<file path="src/rtl/if_fetch_unit_if.sv">
// Fetch-unit bus bundle carrying the imem request/response, redirect and IF-register handoff.
// The master modport is the fetch unit; slave is its environment (imem, branch unit, IF register).
interface if_fetch_unit_if #(
    parameter int unsigned Xlen = 32
) ();
    logic            imem_req_valid;
    logic            imem_req_ready;
    logic [Xlen-1:0] imem_req_addr;
    logic            imem_rsp_valid;
    logic [Xlen-1:0] imem_rsp_data;
    logic            redirect_valid;
    logic [Xlen-1:0] redirect_pc;
    logic            fetch_valid;
    logic [Xlen-1:0] fetch_pc;
    logic [Xlen-1:0] fetch_instr;
    logic            fetch_ready;

    modport master (
        output imem_req_valid, imem_req_addr, fetch_valid, fetch_pc, fetch_instr,
        input  imem_req_ready, imem_rsp_valid, imem_rsp_data, redirect_valid, redirect_pc,
               fetch_ready
    );

    modport slave (
        input  imem_req_valid, imem_req_addr, fetch_valid, fetch_pc, fetch_instr,
        output imem_req_ready, imem_rsp_valid, imem_rsp_data, redirect_valid, redirect_pc,
               fetch_ready
    );
endinterface

</file>
<file path="src/rtl/if_fetch_unit.sv">
// PC generator and instruction prefetch stage feeding the IF pipeline register.
// Defining FETCH_PERF_EN adds saturating pop and bubble counters as extra outputs.
module if_fetch_unit #(
    parameter int unsigned     Xlen           = 32,
    parameter logic [Xlen-1:0] ResetPc        = '0,
    parameter int unsigned     FifoDepth      = 4,
    parameter int unsigned     MaxOutstanding = 4
) (
    input  logic            clk_i,
    input  logic            rst_ni,
`ifdef FETCH_PERF_EN
    output logic [31:0]     perf_fetch_cycles_o,
    output logic [31:0]     perf_bubble_cycles_o,
`endif
    if_fetch_unit_if.master bus_io
);
    localparam int unsigned PtrW = $clog2(FifoDepth);
    localparam int unsigned CntW = $clog2(FifoDepth + 1);
    localparam int unsigned OutW = $clog2(MaxOutstanding + 1);

    logic [Xlen-1:0] pc_q, pc_d;
    logic [Xlen-1:0] rsp_pc_q, rsp_pc_d;
    logic [OutW-1:0] out_q, out_d;
    logic [OutW-1:0] drop_q, drop_d;
    logic [CntW-1:0] count_q, count_d;
    logic [PtrW-1:0] wr_ptr_q, wr_ptr_d;
    logic [PtrW-1:0] rd_ptr_q, rd_ptr_d;
    logic [Xlen-1:0] pc_mem_q    [FifoDepth];
    logic [Xlen-1:0] instr_mem_q [FifoDepth];

    logic            redirect;
    logic [Xlen-1:0] redirect_pc;
    logic            req_valid;
    logic            req_hs;
    logic            rsp_valid;
    logic            push;
    logic            pop;
    logic            fetch_valid;
    logic            unused_redirect_lsb;

    assign redirect            = bus_io.redirect_valid;
    assign redirect_pc         = {bus_io.redirect_pc[Xlen-1:2], 2'b00};
    assign unused_redirect_lsb = ^bus_io.redirect_pc[1:0];
    assign rsp_valid           = bus_io.imem_rsp_valid;

    // Credit check: every issued request is guaranteed a FIFO slot when it returns.
    assign req_valid = rst_ni && !redirect && (out_q < OutW'(MaxOutstanding)) &&
                       ((32'(out_q) + 32'(count_q)) < FifoDepth);
    assign req_hs    = req_valid && bus_io.imem_req_ready;

    assign fetch_valid = (count_q != '0) && !redirect;
    assign push        = rsp_valid && (drop_q == '0) && !redirect;
    assign pop         = fetch_valid && bus_io.fetch_ready;

    assign bus_io.imem_req_valid = req_valid;
    assign bus_io.imem_req_addr  = pc_q;
    assign bus_io.fetch_valid    = fetch_valid;
    assign bus_io.fetch_pc       = pc_mem_q[rd_ptr_q];
    assign bus_io.fetch_instr    = instr_mem_q[rd_ptr_q];

    always_comb begin
        pc_d     = pc_q;
        rsp_pc_d = rsp_pc_q;
        out_d    = out_q;
        drop_d   = drop_q;
        count_d  = count_q;
        wr_ptr_d = wr_ptr_q;
        rd_ptr_d = rd_ptr_q;
        if (redirect) begin
            // Everything still in flight after this cycle belongs to the old path.
            pc_d     = redirect_pc;
            rsp_pc_d = redirect_pc;
            out_d    = out_q - OutW'(rsp_valid);
            drop_d   = out_q - OutW'(rsp_valid);
            count_d  = '0;
            wr_ptr_d = '0;
            rd_ptr_d = '0;
        end else begin
            if (req_hs) begin
                pc_d = pc_q + Xlen'(4);
            end
            out_d = out_q + OutW'(req_hs) - OutW'(rsp_valid);
            if (rsp_valid && (drop_q != '0)) begin
                drop_d = drop_q - OutW'(1);
            end
            if (push) begin
                wr_ptr_d = wr_ptr_q + PtrW'(1);
                rsp_pc_d = rsp_pc_q + Xlen'(4);
            end
            if (pop) begin
                rd_ptr_d = rd_ptr_q + PtrW'(1);
            end
            count_d = count_q + CntW'(push) - CntW'(pop);
        end
    end

    always_ff @(posedge clk_i or negedge rst_ni) begin
        if (!rst_ni) begin
            pc_q     <= ResetPc;
            rsp_pc_q <= ResetPc;
            out_q    <= '0;
            drop_q   <= '0;
            count_q  <= '0;
            wr_ptr_q <= '0;
            rd_ptr_q <= '0;
            for (int unsigned i = 0; i < FifoDepth; i++) begin
                pc_mem_q[i]    <= '0;
                instr_mem_q[i] <= '0;
            end
        end else begin
            pc_q     <= pc_d;
            rsp_pc_q <= rsp_pc_d;
            out_q    <= out_d;
            drop_q   <= drop_d;
            count_q  <= count_d;
            wr_ptr_q <= wr_ptr_d;
            rd_ptr_q <= rd_ptr_d;
            if (push) begin
                pc_mem_q[wr_ptr_q]    <= rsp_pc_q;
                instr_mem_q[wr_ptr_q] <= bus_io.imem_rsp_data;
            end
        end
    end

`ifdef FETCH_PERF_EN
    logic [31:0] perf_fetch_q;
    logic [31:0] perf_bubble_q;

    always_ff @(posedge clk_i or negedge rst_ni) begin
        if (!rst_ni) begin
            perf_fetch_q  <= '0;
            perf_bubble_q <= '0;
        end else begin
            if (pop && (perf_fetch_q != 32'hFFFF_FFFF)) begin
                perf_fetch_q <= perf_fetch_q + 32'd1;
            end
            if (bus_io.fetch_ready && !fetch_valid && (perf_bubble_q != 32'hFFFF_FFFF)) begin
                perf_bubble_q <= perf_bubble_q + 32'd1;
            end
        end
    end

    assign perf_fetch_cycles_o  = perf_fetch_q;
    assign perf_bubble_cycles_o = perf_bubble_q;
`else
    // Perf counters compiled out.
`endif

endmodule

</file>
<file path="src/flat_wrapper.sv">
// flat-port wrapper written by rule: the top's interface ports become plain ports
module if_fetch_unit_flat 
#(
    parameter int unsigned     Xlen           = 32,
    parameter logic [Xlen-1:0] ResetPc        = '0,
    parameter int unsigned     FifoDepth      = 4,
    parameter int unsigned     MaxOutstanding = 4
)
  (clk_i, rst_ni, bus_io_imem_req_valid, bus_io_imem_req_addr, bus_io_fetch_valid, bus_io_fetch_pc, bus_io_fetch_instr, bus_io_imem_req_ready, bus_io_imem_rsp_valid, bus_io_imem_rsp_data, bus_io_redirect_valid, bus_io_redirect_pc, bus_io_fetch_ready);
  if_fetch_unit_if #(.Xlen(Xlen)) bus_io_i ();
  input  logic clk_i;
  input  logic rst_ni;
  output wire logic [$bits(bus_io_i.imem_req_valid)-1:0] bus_io_imem_req_valid;
  output wire logic [$bits(bus_io_i.imem_req_addr)-1:0] bus_io_imem_req_addr;
  output wire logic [$bits(bus_io_i.fetch_valid)-1:0] bus_io_fetch_valid;
  output wire logic [$bits(bus_io_i.fetch_pc)-1:0] bus_io_fetch_pc;
  output wire logic [$bits(bus_io_i.fetch_instr)-1:0] bus_io_fetch_instr;
  input wire logic [$bits(bus_io_i.imem_req_ready)-1:0] bus_io_imem_req_ready;
  input wire logic [$bits(bus_io_i.imem_rsp_valid)-1:0] bus_io_imem_rsp_valid;
  input wire logic [$bits(bus_io_i.imem_rsp_data)-1:0] bus_io_imem_rsp_data;
  input wire logic [$bits(bus_io_i.redirect_valid)-1:0] bus_io_redirect_valid;
  input wire logic [$bits(bus_io_i.redirect_pc)-1:0] bus_io_redirect_pc;
  input wire logic [$bits(bus_io_i.fetch_ready)-1:0] bus_io_fetch_ready;
  assign bus_io_imem_req_valid = bus_io_i.imem_req_valid;
  assign bus_io_imem_req_addr = bus_io_i.imem_req_addr;
  assign bus_io_fetch_valid = bus_io_i.fetch_valid;
  assign bus_io_fetch_pc = bus_io_i.fetch_pc;
  assign bus_io_fetch_instr = bus_io_i.fetch_instr;
  assign bus_io_i.imem_req_ready = bus_io_imem_req_ready;
  assign bus_io_i.imem_rsp_valid = bus_io_imem_rsp_valid;
  assign bus_io_i.imem_rsp_data = bus_io_imem_rsp_data;
  assign bus_io_i.redirect_valid = bus_io_redirect_valid;
  assign bus_io_i.redirect_pc = bus_io_redirect_pc;
  assign bus_io_i.fetch_ready = bus_io_fetch_ready;
  if_fetch_unit #(.Xlen(Xlen), .ResetPc(ResetPc), .FifoDepth(FifoDepth), .MaxOutstanding(MaxOutstanding)) u_core (.clk_i(clk_i), .rst_ni(rst_ni), .bus_io(bus_io_i));
endmodule
</file>
<file path="config.mk">
export PLATFORM = sky130hd
export DESIGN_NAME = if_fetch_unit_flat
export DESIGN_NICKNAME = d
export VERILOG_FILES = /design/src/rtl/if_fetch_unit_if.sv /design/src/rtl/if_fetch_unit.sv /design/src/flat_wrapper.sv
export SDC_FILE = /design/constraint.sdc
export NUM_CORES = 1
export LEC_CHECK = 0
export CAP_MARGIN = 20
export CORE_MARGIN = 2
export CORE_UTILIZATION = 57
export DETAILED_ROUTE_END_ITERATION = 12
export GPL_ROUTABILITY_DRIVEN = 0
export PLACE_DENSITY = 0.79
export SYNTH_ARGS = -nofsm -noshare
export SYNTH_HDL_FRONTEND = slang
export SYNTH_SLANG_ARGS = --single-unit
</file>
<file path="constraint.sdc">
create_clock -name clk_i -period 3.4 [get_ports clk_i]
set_clock_uncertainty 0.05 [all_clocks]
set_input_delay 0.34 -clock clk_i [delete_from_list [all_inputs] [get_ports clk_i]]
set_output_delay 0.34 -clock clk_i [all_outputs]
set_load 0.005 [all_outputs]
</file>
; ---- Word-level counts from Yosys, hierarchy flattened
; Cells that the tools add are included.
; W data, S select, Z words.
[totals]
register_bits = 333
input_bits = 70
output_inout_bits = 98
word_cells = 73
[classes]
add_sub_neg = 11
n_lt_le_gt_ge = 5
n_mux = 22
n_bitwise = 2
n_reduce_logical = 18
[op_table]
columns = cell, count
row1 = $mux W32, 9
row2 = $bwmux W128, 2
row3 = $bmux W32 S2, 2
row4 = $add A32 B3 Y32 const B, 2
row5 = $demux W32 S2, 1
row6 = $lt A32 B3 Y1 const B, 1
row7 = $mux W3, 4
row8 = $logic_and A1 B1 Y1, 10
row9 = $sub A3 B1 Y3, 3
row10 = $mux W2, 4
row11 = $reduce_bool A2 Y1, 4
row12 = $add A3 B1 Y3, 2
row13 = $ge A3 B3 Y1 const B, 2
row14 = $not A2 Y3, 2
row15 = $reduce_bool A3 Y1, 2
row16 = $add A2 B1 Y2 const B, 2
row17 = $add A3 B3 Y4, 1
row18 = $logic_not A3 Y1, 1
row19 = $lt A3 B1 Y1 const B, 1
row20 = $lt A3 B3 Y1 const B, 1
row21 = $sub A3 B1 Y3 const B, 1
row22 = $logic_not A1 Y1, 1

; ---- Depth between registers and ports, before layout
; Gate-level depths: netlist of run 1.
[depth]
word_depth = 8
mapped_depth = 11
depth_no_buf = 10

; ---- Worst setup path after synthesis of run 1
; No wires, ideal clock.
[synth_path]
path_type = register to register
startpoint = register u_core.count_q[1]
endpoint = register u_core.out_q[2]
setup_time_ps = 79
arrival_ps = 2465
required_ps = 3271
setup_slack_ps = 806
path_stages_with_launch = 12
n_path_buf = 2
synth_period_minus_slack_ps = 2594
cell_sequence = dfrtp_1 -> ha_1 -> nand3_1 -> nand4_1 -> inv_1 -> buf_6 -> buf_4 -> ha_1 -> fa_1 -> xor2_1 -> o21ai_0 -> xor2_1
[synth_between]
elab_chain_cells = 7
[synth_rtl]
columns = element, line_no
row1 = from (decl), if_fetch_unit.sv:25  ; logic [CntW-1:0] count_q, count_d;
row2 = from (signal assigned), if_fetch_unit.sv:115  ; count_q <= count_d;
row3 = $add A3 B3 Y4, if_fetch_unit.sv:48  ; ((32'(out_q) + 32'(count_q)) < FifoDepth);
row4 = $lt A32 B3 Y1, if_fetch_unit.sv:48
row5 = $logic_and A1 B1 Y1, if_fetch_unit.sv:47  ; assign req_valid = rst_ni && !redirect && (out_q < OutW'(MaxOutstanding)) &&
row6 = $logic_and A1 B1 Y1, if_fetch_unit.sv:49  ; assign req_hs = req_valid && bus_io.imem_req_ready;
row7 = $add A3 B1 Y3, if_fetch_unit.sv:82  ; out_d = out_q + OutW'(req_hs) - OutW'(rsp_valid);
row8 = $sub A3 B1 Y3, if_fetch_unit.sv:82
row9 = $mux W3, if_fetch_unit.sv:69  ; if (redirect) begin
row10 = via u_core.out_d[2], if_fetch_unit.sv:23  ; logic [OutW-1:0] out_q, out_d;
row11 = to (signal assigned), if_fetch_unit.sv:113  ; out_q <= out_d;
row12 = to (decl), if_fetch_unit.sv:23
; The timed path passes the listed nets, and every way through them passes these cells.
; A chain may end at the register's enable or synchronous reset.

; ---- Worst setup path in the final report of run 1
[layout_path]
startpoint = register u_core.rd_ptr_q[0]
endpoint = output port bus_io_fetch_pc[5]
[layout_between]
elab_chain_cells = 4
[layout_rtl]
columns = element, line_no
row1 = from (decl), if_fetch_unit.sv:27  ; logic [PtrW-1:0] rd_ptr_q, rd_ptr_d;
row2 = from (signal assigned), if_fetch_unit.sv:117  ; rd_ptr_q <= rd_ptr_d;
row3 = $not A2 Y3 (not written as such), if_fetch_unit.sv:58  ; assign bus_io.fetch_pc = pc_mem_q[rd_ptr_q];
row4 = $bmux W32 S2, if_fetch_unit.sv:58
row5 = $mux W32 (not written as such) (2 in a row), if_fetch_unit.sv:58
row6 = to (decl), flat_wrapper.sv:16  ; output wire logic [$bits(bus_io_i.fetch_pc)-1:0] bus_io_fetch_pc;
; Every way passes these cells. The select of a mux whose other input is x is not followed.

==> impl_results.md, run 1 <==
* CTS Buffer Depth at 3
* Synth Cell Area at between 10000 and 15000 um^2
* Gr usage total at 0.239
* CP arrival at about 2500 ps
* Chip width at ~170 um
* Relative slew slack at 0.340
* Cts bufs inserted at 35
* Clock Latency Late Sink at about 510 ps
* Die Y at 166 um
* Tcrit/Tclk final at 0.841
* Cell taking the most area after synthesis: dfrtp_1
* Proportion of synthesized area in mux cells at 0.294
* Setup CP Type: reg2out
* Distinct cell type count after synthesis at 50
* CTS tree: built
* VDD IR max at between 0.5 and 0.6 mV
* # Post-CTS Setup Buffers at 0
* Share of the synthesized area in the top cell type at 0.536
* Cell Rows at between 50 and 60
* Post-Synth Adder-Cell Area at 0.0160
* Total length of routed wires at roughly 33 mm
* DRC Markers at 0
* CTS sink count at around 320
* #FFs+latches synth at approximately 320
* Hold Violations, Final at 0
* CP Data Required Time at approximately 3000 ps
* Most frequent cells after synthesis: dfrtp_1, mux2_2, mux4_2, nand2_1, clkbuf_1
* Tmin final at 2860 ps
* Top-count cell post-synth: dfrtp_1
* Worst setup EP type: output pin
* Cell Pwr Density at a little under 700 nW/um^2
* Largest family of logic cells by synthesized area: multiplexers
* Gr ovfl total at 0
* DP Wirelength at about 21 mm
* R2r endpoint: u_core.bus_io.imem_req_addr[21]
* CTS Root Cell: clkbuf_16
* Vias in the first global route at between 9000 and 10000
* Post-Synthesis Cells at around 1100
* FF-to-FF setup slack at 560 ps
* Initial antenna violation count at 0
* Post-synthesis compound-gate area fraction at 0.0272
* Final setup viols at 0
* Initial DRC count at 593
* PostCTS Resize Cnt at 0
* Async S/R FF share, synth at 1.00
* Dpl ws at 601 ps
* Port bufs at around 160
* Slew Limit Fails at 0
* Die ar. at about 28000 um^2
* CP Launch Type: register
* Area growth, synth to finish at 20.4%
* Routed Antenna Nets at 0
* Clock transition at the registers of the reported paths at approximately 60 ps
* Synth Warn # at 0
* Share of cells above drive strength 1 at 0.330
* Vias at around 9400
* Final Non-Filler Cells at between 1500 and 2000
* Wirelength per Cell at 20.6 um
* Sequential fraction of the synthesis area at 0.536
* Synthesized area per cell at around 14 um^2
* RSZ-0062 raised after global routing: no
* Reg2reg start: u_core.count_q[1]
* Worst-Margin Slew at 990 ps
* Top cells by area, synth: dfrtp_1, mux2_2, mux4_2, xor2_1, nand2_1
* Most used DFF post-synth: dfrtp_1
* Fraction of the mapped netlist area in simple logic gates at 0.0761
* Max-capacitance violation count at 0
* Final setup margin at between 500 and 600 ps
* Diode count at 0
* Setup TNS Final at 0 ps
* Core ar. at between 20000 and 30000 um^2
* Initial DRT Pass Iterations at 5
* First-pass GRT wire length at around 53 mm
* Status: finished, final reports clean
* Pin count of the biggest net entering global routing at 78
* Post-route cell area at between 15000 and 20000 um^2
* H-tree level count at 2
* Placement Cell Area at 17000 um^2
* Ports at about 170
* Dpl cells at roughly 1500
* Post-synthesis xor/xnor area fraction at 0.0263
* EDFF count, synth at 0
* Vias/cell at approximately 5.9
* Fillers at between 1500 and 2000
* Fmax at around 350 MHz
* Starting Density at 0.578
* FF-to-FF path depth at 9
* Worst Setup SP: u_core.rd_ptr_q[0]
* Worst Path Max Fanout at 42
* Min-Delay Path Class: in2async
* Leakage at 8.20 nW
* Fin nets at roughly 1300
## per-stage QoR
step / total power (W) / hold slack [ps] / util
global placement: 0.00900 / 149 / 0.655
global route: 0.0132 / 248 / 0.696
detailed placement: 0.00914 / 154 / 0.655
finish: 0.0126 / 225 / 0.696
floorplan: 0.00728 / -5.59 / -
CTS: 0.0127 / 219 / 0.696
## layout by cell type, fill, tap and decap left out, types with 5 or more instances in the layout
cell	n
ha_1	16
xor2_1	28
and2_1	6
clkdlybuf4s50_1	159
inv_1	19
xnor2_1	17
mux4_2	62
and3_1	7
nand4_1	28
and4_1	7
o311ai_0	6
nand3_1	30
clkbuf_1	14
buf_12	5
nor2_1	33
buf_4	17
mux2_2	261
o21ai_0	24
a21oi_1	11
clkbuf_16	35
nand2_1	52
clkbuf_8	7
dfrtp_1	319
mux2i_1	6
o211ai_1	10
nand2b_1	6
## power by group
group          switching [W]  internal, W
Combinational        0.00134      0.00248
Clock                0.00145      0.00206
Sequential          0.000572      0.00465
## timing repair
action / in CTS / in global routing
hold buffers: 1 / 0
endpoints found under the setup margin: 0 / 0
hold endpoints to repair: 23 / 0
## worst max-delay path by stage
stage | endpoint | cells past startpoint
floorplan | u_core.out_q[2] | 11
global placement | u_core.pc_mem_q[13] | 6
detailed placement | u_core.pc_mem_q[15] | 6
CTS | bus_io_fetch_pc[20] | 3
global route | u_core.bus_io.imem_req_addr[5] | 9
finish | bus_io_fetch_pc[5] | 3
## worst max-delay path: stages, from the launching register on
cell	delay, ps
dfrtp_4	510
buf_12	340
mux4_2	560
clkdlybuf4s50_1	520
## sequential cells by signal, summed over array words and instances (netlist names)
name / flops
u_core.instr_mem_q: 128
u_core.pc_mem_q: 120
u_core.bus_io.imem_req_addr: 30
u_core.rsp_pc_q: 30
u_core.count_q: 3
u_core.drop_q: 3
u_core.out_q: 3
u_core.rd_ptr_q: 2
u_core.wr_ptr_q: 2
## cell families (layout without fill, tap and decap cells)
| kind of cell | Yosys count | after routing |
|---|---|---|
| other | 1 | 4 |
| DFF | 321 | 321 |
| xor gates and xnor gates | 45 | 45 |
| and+or+nand+nor | 203 | 203 |
| buffers and inverters | 86 | 265 |
| AOI/OAI and AO/OA | 64 | 64 |
| adders and majority gates | 18 | 18 |
| muxes | 329 | 329 |
## layout make-up
type | count | area [um^2] | share of cell area
clock buffer | 56 | 1020 | 0.0568
clock inverter | 5 | 28.8 | 0.00160
inverter | 20 | 75.1 | 0.00416
multi-input combinational | 663 | 6600 | 0.366
sequential | 321 | 8040 | 0.446
tap | 335 | 419 | 0.0232
timing repair buffer | 184 | 1850 | 0.103
## per-layer routing
layer	wire, um	track usage
met5	0	0
met4	600	0.0563
met3	1750	0.0396
met2	15500	0.383
met1	14700	0.349
No activity file was read; power rests on OpenSTA's default activity.
==> run 2, diff against run 1 <==
clock period = 2.7 ns   (was 3.4 ns; I/O delays follow)
==> impl_results.md, run 2 (synthesized netlist as in run 1, its figures left out) <==
* CTS Root Cell: clkbuf_16 (unchanged)
* Worst path cell trace: buf_12, mux4_2, clkdlybuf4s50_1 (unchanged)
* Gr usage total at 0.241 (was 0.239)
* CTS tree: built (unchanged)
* Final Non-Filler Cells at 1591 (was 1584)
* Hold_sp: bus_io_redirect_valid
* H-tree level count at 2 (unchanged)
* Hold Violations, Final at 0 (unchanged)
* Initial DRC count at 523 (was 593)
* CP Data Required Time at 2380 ps (was 3010 ps)
* Leakage at 8.31 nW (was 8.20 nW)
* Hold depth at 2
* Core Util, Final at 0.705 (was 0.696)
* Max reg flops at 128 (unchanged)
* First-pass GRT wire length at 53.8 mm (was 53.3 mm)
* Post-route cell area at 18300 um^2 (was 18000 um^2)
* FF-to-FF path depth at 8 (was 9)
* Vias/cell at 5.95 (was 5.94)
* Slew Limit Fails at 0 (unchanged)
* Hold Slack at 70.2 ps (was 225 ps)
* Clock transition at the registers of the reported paths at 70 ps (was 60 ps)
* Area growth, synth to finish at 22.0% (was 20.4%)
* Share of cells above drive strength 1 at 0.339 (was 0.330)
* Core ar. at 25900 um^2 (unchanged)
* CP arrival at 2310 ps (was 2470 ps)
* VDD IR max at 0.745 mV (was 0.583 mV)
* CTS Buffer Depth at 3 (unchanged)
* Gr ovfl total at 0 (unchanged)
* Commonest non-fill, non-tap cell in the layout: dfrtp_1 (unchanged)
* Die ar. at 27600 um^2 (unchanged)
* Most flops, register: u_core.instr_mem_q (unchanged)
* Die Y at 166 um (unchanged)
* Clock Latency Late Sink at 500 ps (was 510 ps)
* CTS sink count at 321 (unchanged)
* Fmax at between 300 and 400 MHz
* Worst-Margin Slew at 979 ps (was 990 ps)
* Max stage delay on crit path at 640 ps (was 560 ps)
* Tcrit/Tclk final at 0.976
* Wirelength per Cell at 20.6 um (about the same)
* Top flop regs: u_core.instr_mem_q (128), u_core.pc_mem_q (120) (unchanged)
* CP max stage cell: dfrtp_2 (was mux4_2)
* Vias in the first global route at 10140 (was 9892)
* Relative slew slack at 0.347 (was 0.340)
* DP Wirelength at 21.0 mm (was 21.2 mm)
* Pin count of the biggest net entering global routing at 136 (was 78)
* Starting Density at 0.578 (unchanged)
* CP Launch Type: register (unchanged)
* FF-to-FF setup slack at 220 ps (was 560 ps)
* Diode count at 0 (unchanged)
* Fin nets at 1318 (was 1313)
* RSZ-0062 raised after global routing: no (unchanged)
* Setup CP Type: reg2out (unchanged)
* Reg2reg start: u_core.count_q[1] (unchanged)
* Max-capacitance violation count at 0 (unchanged)
* Cell Rows at 59 (unchanged)
* Min-Delay Path Class: in2reg (was in2async)
* DRC Markers at 0 (unchanged)
* Worst setup EP type: output pin (unchanged)
* Ports at 168 (unchanged)
* Tmin final at between 2000 and 3000 ps
* Initial DRT Pass Iterations at 5 (unchanged)
* Final setup viols at 0 (unchanged)
* Worst Path Max Fanout at 28 (was 42)
* Cell Pwr Density at 891 nW/um^2 (was 696 nW/um^2)
* Port bufs at 161 (unchanged)
* Hold EP: u_core.rsp_pc_q[22]
* Setup TNS Final at 0 ps (unchanged)
* Most frequent cells in the layout: dfrtp_1, mux2_2, clkdlybuf4s50_1 (unchanged)
* Total length of routed wires at 32.8 mm (was 32.6 mm)
* Initial antenna violation count at 0 (unchanged)
* Routed Antenna Nets at 0 (unchanged)
* Vias at 9465 (was 9406)
* Status: finished, final reports clean (unchanged)
* Placement Cell Area at 17100 um^2 (was 17000 um^2)
* Cts bufs inserted at 34 (was 35)
* Fillers at 1737 (was 1755)
* R2r endpoint: u_core.bus_io.imem_req_addr[23] (was u_core.bus_io.imem_req_addr[21])
* Dpl cells at 1526 (was 1522)
* Chip width at 166 um (unchanged)
run 2: final cells by class:
cell class | count | area, um^2 | share of cell area
Clock buffer | 53 | 1070 | 0.0584
Clock inverter | 9 | 98.8 | 0.00541
Inverter | 20 | 75.1 | 0.00411
Multi-Input combinational cell | 663 | 6620 | 0.362
Sequential cell | 321 | 8040 | 0.440
Tap cell | 335 | 419 | 0.0229
Timing Repair Buffer | 190 | 1960 | 0.107
run 2: metal layers:
layer | track usage | wire (um)
met1 | 0.343 | 14900
met2 | 0.396 | 15800
met3 | 0.0377 | 1580
met4 | 0.0544 | 470
met5 | 0.00348 | 0
run 2: report_power, final:
| part | switching, W | leakage (nW) | total [W] | internal (W) |
|---|---|---|---|---|
| logic | 0.00172 | 3.52 | 0.00493 | 0.00320 |
| registers | 0.000720 | 4.21 | 0.00658 | 0.00586 |
| clock network | 0.00186 | 0.579 | 0.00478 | 0.00292 |
run 2: critical path: cells and delay by family (launching register included):
kind / cells / cell delay (ps)
muxes: 1 / 330
buffers and inverters: 2 / 820
DFF: 1 / 640
run 2: through the flow:
| step | power [W] | worst slack (ps) |
|---|---|---|
| 2_1_floorplan | 0.00917 | 106 |
| 3_3_place_gp | 0.0114 | 180 |
| 3_5_place_dp | 0.0116 | 121 |
| 4_1_cts | 0.0165 | 12.0 |
| 5_1_grt | 0.0171 | 6.07 |
| 6_report | 0.0163 | 65.0 |
run 2: what timing repair did:
action                     CTS  global route
hold buffers                 1             0
buffers inserted             2             0
setup endpoints to repair   52             1
hold endpoints to repair    17             0
resized for setup            1             1
cloned                       0             0
run 2: how the worst max path moves through the flow:
stage                                from                    end
finish                 u_core.rd_ptr_q[1]     bus_io_fetch_pc[3]
global route              u_core.out_q[2]  bus_io_imem_req_valid
CTS                    u_core.rd_ptr_q[1]     bus_io_fetch_pc[3]
detailed placement  bus_io_imem_rsp_valid        u_core.out_q[2]
global placement    bus_io_imem_rsp_valid        u_core.out_q[2]
floorplan               u_core.count_q[1]        u_core.out_q[2]
==> patch (config.mk and constraints of run 1) <==
`FifoDepth` is set to 4 in 2 places; all go to 16.
--- a/src/rtl/if_fetch_unit.sv
+++ b/src/rtl/if_fetch_unit.sv
@@ -5,3 +5,3 @@
     parameter logic [Xlen-1:0] ResetPc        = '0,
-    parameter int unsigned     FifoDepth      = 4,
+    parameter int unsigned     FifoDepth      = 16,
     parameter int unsigned     MaxOutstanding = 4
--- a/src/flat_wrapper.sv
+++ b/src/flat_wrapper.sv
@@ -5,3 +5,3 @@
     parameter logic [Xlen-1:0] ResetPc        = '0,
-    parameter int unsigned     FifoDepth      = 4,
+    parameter int unsigned     FifoDepth      = 16,
     parameter int unsigned     MaxOutstanding = 4
Behaviour: same outputs for any inputs over 4 cycles, from zero or initial values and one cycle with rst_ni low; that may be too few to reach the edited logic, so the function may still have changed.
==> patch against run 1 <==
  * Sequential power grew to 2.7 times the old value
  * Worst hold slack lost 160 ps
  * Combinational power grew 98%
  * Worst setup slack lost 530 ps
  * Routed wire length increased to 3.7 times the old value
  * Critical path type unchanged
  * Area after synthesis rose to 3.3 times the old value
  * Final area rose to 3.2 times the old value
  * Sequential cell count grew 750
  * Sequential share of layout area rose by 2.5 points
  * Power grew to 2.7 times the old value
  * First-iteration DRC count grew to 3.9 times the old value
  * Core utilization is 3.6 points lower
==> patch: results (changes against run 1) <==
R2R Setup Slk: 350 ps (-210 ps)
DPL Wire Length: 66000 um (+210%)
Synth top cells by count: dfrtp_1 (1071), mux2_2 (992), mux4_2 (186), clkbuf_1 (184), nand2_1 (178)
Vias: 29900 (+220%)
RR Endpoint: u_core.out_q[2]$_DFF_PN0_
Worst R2R Path Depth: 11 (+2)
Vias in the first global route: 31700 (+220%)
Final WL: 120000 um (+270%)
Final worst slack: 11.1 ps (-529 ps)
Post-Synth Adder-Cell Area: 0.00637 (-0.00967)
CP arrival: 3000 ps (+530 ps)
Yosys cell types: 63 (+26%)
Share of cells above drive strength 1: 0.427 (+0.0971)
Max stage delay on crit path: 510 ps (-50 ps)
Post-synthesis sequential area ratio: 0.542 (+0.00512)
Htree depth: 3 (+1)
Compound-Gate Fraction of Synth Area: 0.0355 (+0.00839)
Post-synthesis xor/xnor area fraction: 0.00726 (-0.0191)
Worst Path Max Fanout: 9 (-79%)
Root Buffer: clkbuf_16
TritonRoute pass-1 iters: 6 (+1)
Initial antenna violation count: 4 (+4)
Gr usage total: 0.271 (+0.0313)
Post-synth top area share: 0.542 (+0.00512)
Status: completed
Skew-Pair Late Insertion Delay: 660 ps (+150 ps)
Final net count: 3627 (+180%)
Hold WC Path Type: input pin to asynchronous set/reset pin
Total CTS buffers: 108 (+210%)
Maximum VDD drop: 0.449 mV (-23%)
# port buffers: 161 (unchanged)
Sw Ratio: 0.272 (+0.00410)
Ant diodes: 0 (unchanged)
Top cells by area, synth: dfrtp_1 (54%), mux2_2 (23%), mux4_2 (8.5%)
Mux share of post-synthesis cell area: 0.346 (+0.0521)
Largest regs: u_core.instr_mem_q (512), u_core.pc_mem_q (480)
Worst slew pin tran: 976 ps (-14.7 ps)
CP endpoint: bus_io_fetch_pc[13]
Reg2reg start: u_core.out_q[2]$_DFF_PN0_
First-pass GRT wire length: 187000 um (+250%)
Dpl ws: 365 ps (-235 ps)
Largest net degree at the start of global routing: 165 (+110%)
LEAKAGE: 27.5 nW (+240%)
Initial DRC Count: 2289 (+290%)
==> patch: changes by cell type after synthesis, sizes merged, moves of 17 or more <==
cell    change
mux4      +124
o21ai      +86
mux2i     +139
clkbuf    +137
mux2      +757
dfrtp     +750
nand2     +122
nand4      -17
buf       +114
a221oi     +44
==> patch: worst register-to-register path: cells and delay by family (launching register included) <==
family,cells,cell delay (ps)
xor gates and xnor gates,2,320
adders and majority gates,3,940
DFF,1,460
AOI/OAI and AO/OA,2,510
and+or+nand+nor,2,470
buffers and inverters,2,220
==> patch: power by group through the flow <==
stage	registers (mW)	clock network [mW]	logic [mW]
after floorplan	14.1	0	4.34
after global placement	14.5	0	6.79
after detailed placement	14.5	0	6.88
after CTS	14.2	12.0	7.54
after global routing	14.4	12.6	8.17
final	14.3	11.9	7.59
==> patch: through the flow <==
step	cell area [sq um]	instances	hold WS, ps	power, mW	utilization
after CTS	56800	4767	39.6	33.8	0.657
after global placement	52600	4526	149	21.3	0.609
after floorplan	49500	3429	-5.59	18.4	-
final	57000	4778	68.6	33.7	0.660
after global routing	57000	4778	65.5	35.1	0.660
after detailed placement	52600	4526	148	21.4	0.609
==> patch: area by class of cell <==
class | count | area, sq um
fill | 5912 | 29300
sequential | 1071 | 26800
multi-input combinational | 2017 | 21400
timing repair buffer | 311 | 3710
clock buffer | 159 | 3170
tap | 1155 | 1450
clock inverter | 41 | 395
inverter | 24 | 90.1
==> patch: what timing repair did <==
item,in CTS,in global routing
hold endpoints to repair,144,0
hold buffers,2,0
resized for setup,56,35
buffers inserted,32,8
endpoints found under the setup margin,63,36
cloned,7,3
pin swaps,6,13
==> patch: layer usage <==
layer	routed length (um)	share of wire	GRT usage
met5	7	0.000058	0
met4	2740	0.023	0.0738
met3	6470	0.054	0.0374
met2	57800	0.48	0.440
met1	52800	0.44	0.387
